==> config.mk <==
export PLATFORM = sky130hd
export DESIGN_NAME = mips_state_dumper
export DESIGN_NICKNAME = d
export VERILOG_FILES = /design/src/rtl/mips_dbg_pkg.sv /design/src/rtl/mips_state_dumper.sv
export SDC_FILE = /design/constraint.sdc
export NUM_CORES = 1
export LEC_CHECK = 0
export BUFFER_PORTS_ARGS = -buffer_cell sky130_fd_sc_hd__clkbuf_2
export CAP_MARGIN = 20
export CORE_UTILIZATION = 50
export DETAILED_ROUTE_END_ITERATION = 10
export HOLD_SLACK_MARGIN = 0.02
export PLACE_DENSITY = 0.83
export SYNTH_ARGS = -nofsm -noshare
export SYNTH_HDL_FRONTEND = slang
export SYNTH_SLANG_ARGS = --single-unit
==> constraint.sdc <==
create_clock -name clk -period 8.6 [get_ports clk]
set_clock_uncertainty 0.05 [all_clocks]
set_input_delay 1.72 -clock clk [delete_from_list [all_inputs] [get_ports clk]]
set_output_delay 1.72 -clock clk [all_outputs]
set_load 0.01 [all_outputs]
==> src/rtl/mips_dbg_pkg.sv <==
// Shared definitions for the Mips debug read-out logic: dump FSM states,
// source-select encodings and default widths.
package mips_dbg_pkg;

  localparam int DATA_W_DEF = 32;
  localparam int ADDR_W_DEF = 10;
  localparam int CNT_W_DEF  = 11;
  localparam int RF_ADDR_W  = 5;

  localparam logic SRC_RF = 1'b0;
  localparam logic SRC_DM = 1'b1;

  typedef enum logic [2:0] {
    IDLE,
    READ,
    CAPTURE,
    SEND,
    DONE
  } dump_state_t;

endpackage

==> src/rtl/mips_state_dumper.sv <==
// State read-out engine for the single-cycle Mips core. Walks either the
// register file or the data memory over a word-address range and streams
// each word on a valid/ready interface. All outputs are registered; the
// FSM computes next values combinationally and one register block holds them.
module mips_state_dumper
  import mips_dbg_pkg::*;
#(
  parameter int DATA_W = DATA_W_DEF,
  parameter int ADDR_W = ADDR_W_DEF,
  parameter int CNT_W  = CNT_W_DEF
) (
  input  logic              clk,
  input  logic              rst,
  input  logic              start,
  input  logic              src_sel,
  input  logic [ADDR_W-1:0] base_addr,
  input  logic [CNT_W-1:0]  word_count,
  output logic [4:0]        rf_raddr,
  input  logic [DATA_W-1:0] rf_rdata,
  output logic [ADDR_W-1:0] dm_raddr,
  input  logic [DATA_W-1:0] dm_rdata,
  output logic              dump_valid,
  input  logic              dump_ready,
  output logic [DATA_W-1:0] dump_data,
  output logic [ADDR_W-1:0] dump_index,
  output logic              dump_last,
  output logic              busy,
  output logic              done
);

  dump_state_t       state, state_nxt;
  logic              src, src_nxt;
  logic [ADDR_W-1:0] addr, addr_nxt;
  logic [CNT_W-1:0]  remaining, remaining_nxt;
  logic [4:0]        rf_raddr_nxt;
  logic [ADDR_W-1:0] dm_raddr_nxt;
  logic [DATA_W-1:0] dump_data_nxt;
  logic [ADDR_W-1:0] dump_index_nxt;
  logic              dump_last_nxt;
  logic              dump_valid_nxt;
  logic              busy_nxt;
  logic              done_nxt;

  logic [ADDR_W-1:0] addr_inc;
  logic [DATA_W-1:0] rd_word;

  // Address wraps naturally at 2^ADDR_W; the register file only sees the low 5 bits.
  assign addr_inc = addr + 1'b1;
  assign rd_word  = (src == SRC_DM) ? dm_rdata : rf_rdata;

  // Next-state and next-output logic; every register holds its value unless a state changes it.
  always_comb begin
    state_nxt      = state;
    src_nxt        = src;
    addr_nxt       = addr;
    remaining_nxt  = remaining;
    rf_raddr_nxt   = rf_raddr;
    dm_raddr_nxt   = dm_raddr;
    dump_data_nxt  = dump_data;
    dump_index_nxt = dump_index;
    dump_last_nxt  = dump_last;
    dump_valid_nxt = dump_valid;
    busy_nxt       = busy;
    done_nxt       = 1'b0;

    case (state)
      IDLE: begin
        if (start) begin
          busy_nxt = 1'b1;
          if (word_count != '0) begin
            src_nxt       = src_sel;
            addr_nxt      = base_addr;
            remaining_nxt = word_count;
            state_nxt     = READ;
            // The read port is loaded here so the address is presented throughout READ.
            if (src_sel == SRC_RF) begin
              rf_raddr_nxt = base_addr[4:0];
            end else begin
              dm_raddr_nxt = base_addr;
            end
          end else begin
            state_nxt = DONE;
          end
        end
      end

      READ: begin
        state_nxt = CAPTURE;
      end

      CAPTURE: begin
        dump_data_nxt  = rd_word;
        dump_index_nxt = addr;
        dump_last_nxt  = (remaining == CNT_W'(1));
        dump_valid_nxt = 1'b1;
        state_nxt      = SEND;
      end

      SEND: begin
        if (dump_ready) begin
          dump_valid_nxt = 1'b0;
          remaining_nxt  = remaining - 1'b1;
          addr_nxt       = addr_inc;
          if (dump_last) begin
            state_nxt = DONE;
          end else begin
            state_nxt = READ;
            if (src == SRC_RF) begin
              rf_raddr_nxt = addr_inc[4:0];
            end else begin
              dm_raddr_nxt = addr_inc;
            end
          end
        end
      end

      DONE: begin
        done_nxt  = 1'b1;
        busy_nxt  = 1'b0;
        state_nxt = IDLE;
      end

      default: begin
        state_nxt = IDLE;
      end
    endcase
  end

  // State and output registers; reset abandons any dump without a done pulse.
  always_ff @(posedge clk or posedge rst) begin
    if (rst) begin
      state      <= IDLE;
      src        <= SRC_RF;
      addr       <= '0;
      remaining  <= '0;
      rf_raddr   <= '0;
      dm_raddr   <= '0;
      dump_data  <= '0;
      dump_index <= '0;
      dump_last  <= 1'b0;
      dump_valid <= 1'b0;
      busy       <= 1'b0;
      done       <= 1'b0;
    end else begin
      state      <= state_nxt;
      src        <= src_nxt;
      addr       <= addr_nxt;
      remaining  <= remaining_nxt;
      rf_raddr   <= rf_raddr_nxt;
      dm_raddr   <= dm_raddr_nxt;
      dump_data  <= dump_data_nxt;
      dump_index <= dump_index_nxt;
      dump_last  <= dump_last_nxt;
      dump_valid <= dump_valid_nxt;
      busy       <= busy_nxt;
      done       <= done_nxt;
    end
  end

endmodule

After elaboration in Yosys (flattened, before gate mapping)
Cells that the tools add are included.

Register bits: 86. Bits in latches: 0. Bits in writable memories: 0. ROM bits: 0. Input port bits: 90. Logic and storage cells: 72. Memories kept: 0.

Add/sub/neg operators: 2. Multiply operators: 0. Divide/modulo/power cells: 0. Order comparisons: 0. Equal/unequal tests: 13. Shift-type cells: 0. Muxes and demuxes: 33. Bitwise operators: 0. Reductions and logical operators: 12.

Operators by type and width (number): $mux 10 (9); $pmux 10 s2 (2); $mux 11 (3); $mux 32 (1); $mux 5 (6); $pmux 11 s2 (1); $ne 2x2->1 const B (8); $reduce_and 7->1 (2); $mux 3 (4); $pmux 3 s4 (1); $eq 11x1->1 const B (1); $reduce_bool 11->1 (1); $sub 11x1->11 const B (1); $add 10x1->10 const B (1); $pmux 5 s2 (1); $eq 3x2->1 const B (2); $reduce_and 2->1 (3); $reduce_bool 2->1 (3); $pmux 1 s2 (2); $reduce_and 4->1 (1); $eq 3x1->1 const B (1); $eq 3x3->1 const B (1); $logic_not 3->1 (1); $mux 1 (3); $reduce_and 3->1 (1).

Logic depth before layout (Yosys ltp)
Gate-level depths: netlist of run 1.

Word-level depth: 5. Mapped depth: 7. Mapped depth without buffers: 6.

Least setup slack after synthesis of run 1
OpenSTA, ideal clock, no wires.

Kind: input port to flip-flop. From: input port word_count[7]. To: register dm_raddr[4]. Arrival: 2.921 ns. Required time: 8.425 ns. Setup slack: 5.504 ns. Stages: 4. Buffers on the path: 0. Cell sequence: nor4_4 -> a31oi_4 -> o21ai_4 -> mux2_4.

Word-level cells in the longest chain between the ends: 3.

RTL lines: start: declaration (line mips_state_dumper.sv:17) `input logic [CNT_W-1:0] word_count,`; $reduce_bool 11->1 (line mips_state_dumper.sv:70) `if (word_count != '0) begin`; $ne 2x2->1 (no line); $reduce_and 7->1 (no line); end signal: assignment (line mips_state_dumper.sv:150) `dm_raddr <= dm_raddr_nxt;`; end: declaration (line mips_state_dumper.sv:20) `output logic [ADDR_W-1:0] dm_raddr,`.

Every way passes these cells. A chain may end at the register's enable or synchronous reset.

Worst setup path after layout of run 1
From: input port word_count[7]. To: register remaining[7].

Word-level cells in the longest chain between the ends: 3. Elaborated cells on any way between the ends: 6. Those cells by class: eq/ne (1); mux (3); reduce/logical (2).

RTL lines: $reduce_bool 11->1 / $mux 11 (equally long branches) (line mips_state_dumper.sv:70); $ne 2x2->1 (no line) / $mux 11 (equally long branches); $reduce_and 4->1 (no line) / $pmux 11 s2 (equally long branches); end signal: assignment (line mips_state_dumper.sv:148) `remaining <= remaining_nxt;`; end: declaration (line mips_state_dumper.sv:34) `logic [CNT_W-1:0] remaining, remaining_nxt;`.

Several ways; a longest one is shown, not always the timed one. The select of a mux whose other input is x is not followed.

==> impl_metrics.yaml, run 1 <==
outcome:
  outcome: "complete, no violations"
floorplanning:
  die_w_microns: 95.8
  start_util: 0.525
  die_h_microns: 95.8
  die-area_sq_mm: 0.00918
  pin_count: 151
  placementRows: 33
  core_area_sq_mm: 0.00838
cells_and_area:
  final_common_cell: "clkbuf_2"
  diodes: 0
  mostFrequentLayoutCells: "clkbuf_2 (150), dfrtp_1 (85), a21oi_1 (46)"
  drive_above_1_share: 0.362
  fin_nets: 637
  area_growth_syn_to_layout_pct: 22.8
setup_path:
  cp_data_required_time_ps: 8770
  rrSetupSlack_ps: 6040
  rr_startpoint: "state[2]$_DFFE_PP0P_"
  r2r-end: "remaining[7]$_DFFE_PP0P_"
  crit_fanout: 14
  cp.arrival_ps: 3450
  crit_type: "in2reg"
  r2r_cells: 5
  cp-end-kind: "register"
  start_kind: "input port"
sta:
  max_freq_mhz: 305
  worst_pin_slew_ps: 982
  setup_viol: 0
  slew_headroom: 0.345
  fin_crit_ps: 3280
  rsz0062_at_grt: "no"
  final.setup.tns_ps: 0
  hold_viol: 0
  finalMaxSlewViolations: 0
  period_share: 0.381
min_path:
  hp-class: "reg2reg"
  hold_start: "dump_index[6]$_DFFE_PP0P_"
  hold_end: "dump_index[6]$_DFFE_PP0P_"
  whs_path_depth: 1
clock_network:
  cts_tree: "yes"
  clockRootBuffer: "clkbuf_8"
  htreeDepth: 3
  cts_buffers: 9
  clock_latency_ps: 350
  hold_buffers: 0
  clockBufferDepth: 2
  clk_pin_slew_ps: 80
  clock-sinks: 86
  post_cts_buffers: 0
  cts-resized-gates: 0
drt:
  drt_iter0_markers: 122
  viasPerCell: 5.57
  ant_nets: 0
  drc: 0
  wl_per_cell_microns: 15.7
  drtPass1Iterations: 4
  wirelength_microns: 10200
  vias: 3643
placed_design:
  globalplace.congestion: 0.848
  portBuffers: 150
  dp_hpwl_microns: 7310
synthesis:
  synth.ff_latch_count: 86
  syn_area_sq_mm: 0.00440
  yosysSeqAreaShare: 0.489
  ys.flop_type: "dfrtp_1"
  syn-num-nets: 501
  syn_inst: 408
  async_flop_share: 1.00
  synth-edff-count: 0
  synth.distinct_cells: 63
  ys_warn_count: 0
  syn_avg_cell_area_sq_um: 10.8
power_and_ir_drop:
  ir_worst_vdd_uv: 176
  leakage_nw: 2.56
  total_power_w: 0.00206
  powerDensity_mw_per_mm2: 382
grt:
  grt_pass1_vias: 3420
  track_usage: 0.225
  antenna_found_initial: 0
  gr-total-overflow: 0
  grt_max_degree: 87
  grt_pass1_wl_microns: 15800
flow_run:
  max_cap_violations: 0
-- state kept, by name, indices dropped and copies added, names as in the netlist, 3 cells and up --
signal and flops:
dump_index 10, rf_raddr 5, dump_data 32, remaining 11, state 3, dm_raddr 10, addr 10
-- cell usage after synthesis (2+ instances only) --
library cell	n	share of area
a21o_1	2	0.0034
mux2_4	10	0.034
o2bb2ai_1	7	0.014
inv_1	4	0.0034
buf_2	17	0.019
o21ai_0	13	0.015
nand4_1	2	0.0028
or3_1	6	0.0085
clkbuf_1	7	0.0060
or3_4	2	0.0051
nand2b_1	2	0.0028
a31oi_1	10	0.014
o41ai_1	2	0.0040
xor2_1	2	0.0040
mux2i_1	33	0.075
a22o_1	2	0.0040
and3_1	2	0.0028
nor4_1	3	0.0043
a22oi_1	2	0.0034
dfrtp_1	86	0.49
nor2_1	45	0.038
a21oi_1	46	0.052
mux2_1	22	0.056
ha_1	3	0.0085
nand3_1	12	0.014
nor3_1	7	0.0080
nand3b_1	3	0.0051
nor4_4	2	0.0097
nand2_1	15	0.013
o211ai_1	3	0.0051
buf_1	4	0.0034
-- routing by layer --
layer	wire, microns	global-route usage	part of all wire	vias up
met5	0	0	0	-
met4	138	0.0970	0.013	0
met3	487	0.0419	0.048	16
met2	5190	0.365	0.51	116
met1	4430	0.295	0.43	1744
li1	-	-	-	1767
-- how the worst max path moves through the flow --
| stage | from | to | cells past startpoint |
|---|---|---|---|
| after detailed placement | word_count[7] | remaining[4]$_DFFE_PP0P_ | 5 |
| after global routing | word_count[7] | remaining[7]$_DFFE_PP0P_ | 5 |
| final | word_count[7] | remaining[7]$_DFFE_PP0P_ | 5 |
| after global placement | word_count[7] | remaining[4]$_DFFE_PP0P_ | 5 |
| after floorplan | rst | addr[0]$_DFFE_PP0P_ | 1 |
| after CTS | word_count[7] | remaining[7]$_DFFE_PP0P_ | 5 |
-- power breakdown --
part           switching, W  internal, W
clock network      0.000144     0.000135
registers          0.000193     0.000601
logic              0.000529     0.000464
total              0.000866      0.00120
-- stage by stage --
step | std cells | utilization | instance area [sq um] | setup slack, ps | hold WS [ps]
3_5_place_dp | 635 | 0.616 | 5160 | 4970 | 428
3_3_place_gp | 635 | 0.616 | 5160 | 5070 | 411
6_report | 654 | 0.645 | 5410 | 5320 | 441
2_1_floorplan | 408 | - | 4400 | 4610 | 398
5_1_grt | 654 | 0.645 | 5410 | 5200 | 466
4_1_cts | 651 | 0.639 | 5350 | 5330 | 447
-- cell type report --
class,instances,area (sq um)
tap,105,131
clock buffer,11,131
sequential,86,2150
clock inverter,5,60.1
timing repair buffer,155,820
multi-input combinational,287,2090
fill,681,2980
inverter,5,20.0
-- cell families (layout without fill, tap and decap cells) --
family                     Yosys count  in the layout  share of synthesized area
AOI/OAI and AO/OA                  103            103                      0.154
and+or+nand+nor                    112            112                      0.138
DFF                                 86             86                      0.489
xor gates and xnor gates             3              3                    0.00597
adders and majority gates            3              3                    0.00853
muxes                               66             66                      0.168
buffers and inverters               35            176                     0.0372
-- worst max-delay path, cell delays in order --
cell	delay (ps)
clkbuf_2	110
nor4_4	420
nand4_1	600
nand2_1	480
o2bb2ai_1	120
No activity file was read; power rests on OpenSTA's default activity.
==> inputs of run 2 (changes only) <==
Settings changed: CORE_UTILIZATION 50 to 46, PLACE_DENSITY 0.83 to 0.8.
Clock period 8.6 ns to 2.7 ns, I/O delays scaled along.
==> impl_metrics.yaml, run 2 (synthesis results as in run 1) <==
outcome:
  outcome: "complete, no violations"
drt:
  wl_per_cell_microns: 15.3
  vias: 3664
  viasPerCell: 5.36
  wirelength_microns: 10500
  drtPass1Iterations: 4
  drc: 0
  drt_iter0_markers: 122
  ant_nets: 0
setup_path:
  rr_startpoint: "state[0]$_DFFE_PP0P_"
  crit_fanout: 12
  cp.arrival_ps: 2340
  crit_type: "reg2reg"
  path_cells: "or3b_1 > a21oi_2 > nand2_1 > o2bb2ai_1"
  start_kind: "register"
  r2r_cells: 4
  r2r-end: "remaining[6]$_DFFE_PP0P_"
  cp_data_required_time_ps: 2910
  slowest_stage: "dfrtp_1"
  critPathMaxStageDelay_ps: 490
  rrSetupSlack_ps: 570
  cp-end-kind: "register"
floorplanning:
  die_h_microns: 99.8
  core_area_sq_mm: 0.00924
  die-area_sq_mm: 0.00996
  placementRows: 35
  die_w_microns: 99.8
  start_util: 0.476
  pin_count: 151
sta:
  hold_viol: 0
  max_freq_mhz: 469
  slew_headroom: 0.497
  setup_viol: 0
  rsz0062_at_grt: "no"
  final.setup.tns_ps: 0
  finalMaxSlewViolations: 0
  fin_crit_ps: 2130
  worst_pin_slew_ps: 755
  period_share: 0.790
grt:
  grt_pass1_wl_microns: 16800
  antenna_found_initial: 0
  track_usage: 0.215
  grt_max_degree: 56
  top_usage_layer: "met2"
  grt_use_met2: 0.361
  gr-total-overflow: 0
  grtUsageMet3: 0.0292
  grt_pass1_vias: 3556
  met1_usage: 0.279
clock_network:
  cts_tree: "yes"
  clk_pin_slew_ps: 80
  htreeDepth: 3
  post_cts_buffers: 0
  clock_latency_ps: 350
  clockRootBuffer: "clkbuf_8"
  hold_buffers: 0
  cts-resized-gates: 0
  clock-sinks: 86
  cts_buffers: 9
  clockBufferDepth: 2
cells_and_area:
  largest_register_ffs: 32
  diodes: 0
  fin_cells: 683
  fin_nets: 643
  area_growth_syn_to_layout_pct: 24.8
  final_common_cell: "clkbuf_2"
  fin_area_sq_mm: 0.00549
  reg_top3: "dump_data x32, remaining x11"
  top_register: "dump_data"
  drive_above_1_share: 0.372
  mostFrequentLayoutCells: "clkbuf_2 (150), dfrtp_1 (85), a21oi_1 (46)"
power_and_ir_drop:
  ir_worst_vdd_uv: 541
  total_power_w: 0.00670
  leakage_nw: 2.59
  powerDensity_mw_per_mm2: 1220
placed_design:
  dp_hpwl_microns: 7840
  portBuffers: 150
  dp_cells: 668
  globalplace.congestion: 0.812
  postPlaceCellArea_sq_mm: 0.00527
flow_run:
  max_cap_violations: 0
min_path:
  hp-class: "in2async"
run 2: final cells by class:
type                            instances  area (sq um)
Inverter                                5          22.5
Clock buffer                           10           138
Timing Repair Buffer                  161           846
Sequential cell                        86          2150
Multi-Input combinational cell        287          2090
Clock inverter                          5          81.3
Tap cell                              129           161
Fill cell                             791          3750
run 2: report_power, final:
| group | switching [W] | internal, W |
|---|---|---|
| Clock | 0.000457 | 0.000543 |
| Sequential | 0.000482 | 0.00191 |
| Combinational | 0.00181 | 0.00149 |
run 2: per-stage QoR:
step | hold slack (ps) | util | setup slack (ps)
6_report | 210 | 0.594 | 567
5_1_grt | 231 | 0.594 | 443
4_1_cts | 212 | 0.594 | 589
3_5_place_dp | 416 | 0.571 | 439
3_3_place_gp | 417 | 0.571 | 499
2_1_floorplan | 398 | - | 784
run 2: worst max path at each step:
stage / start / to / slack (ps) / cells past startpoint
2_1_floorplan: word_count[7] / dm_raddr[4]$_DFFE_PP0P_ / 780 / 4
3_3_place_gp: word_count[7] / dm_raddr[6]$_DFFE_PP0P_ / 500 / 5
3_5_place_dp: word_count[7] / dm_raddr[3]$_DFFE_PP0P_ / 440 / 5
4_1_cts: state[0]$_DFFE_PP0P_ / remaining[6]$_DFFE_PP0P_ / 590 / 4
5_1_grt: state[1]$_DFFE_PP0P_ / addr[9]$_DFFE_PP0P_ / 440 / 4
6_report: state[0]$_DFFE_PP0P_ / remaining[6]$_DFFE_PP0P_ / 570 / 4
run 2: critical path: cells and delay by family, from the launching register on:
family / cells / cell delay (ps)
simple gates: 2 / 770
flops: 1 / 490
compound gates: 2 / 720
run 2: metal layers:
layer  routed length, microns  part of all wire
met5                        0                 0
met4                      263             0.025
met3                      400             0.038
met2                     5250              0.50
met1                     4550              0.43
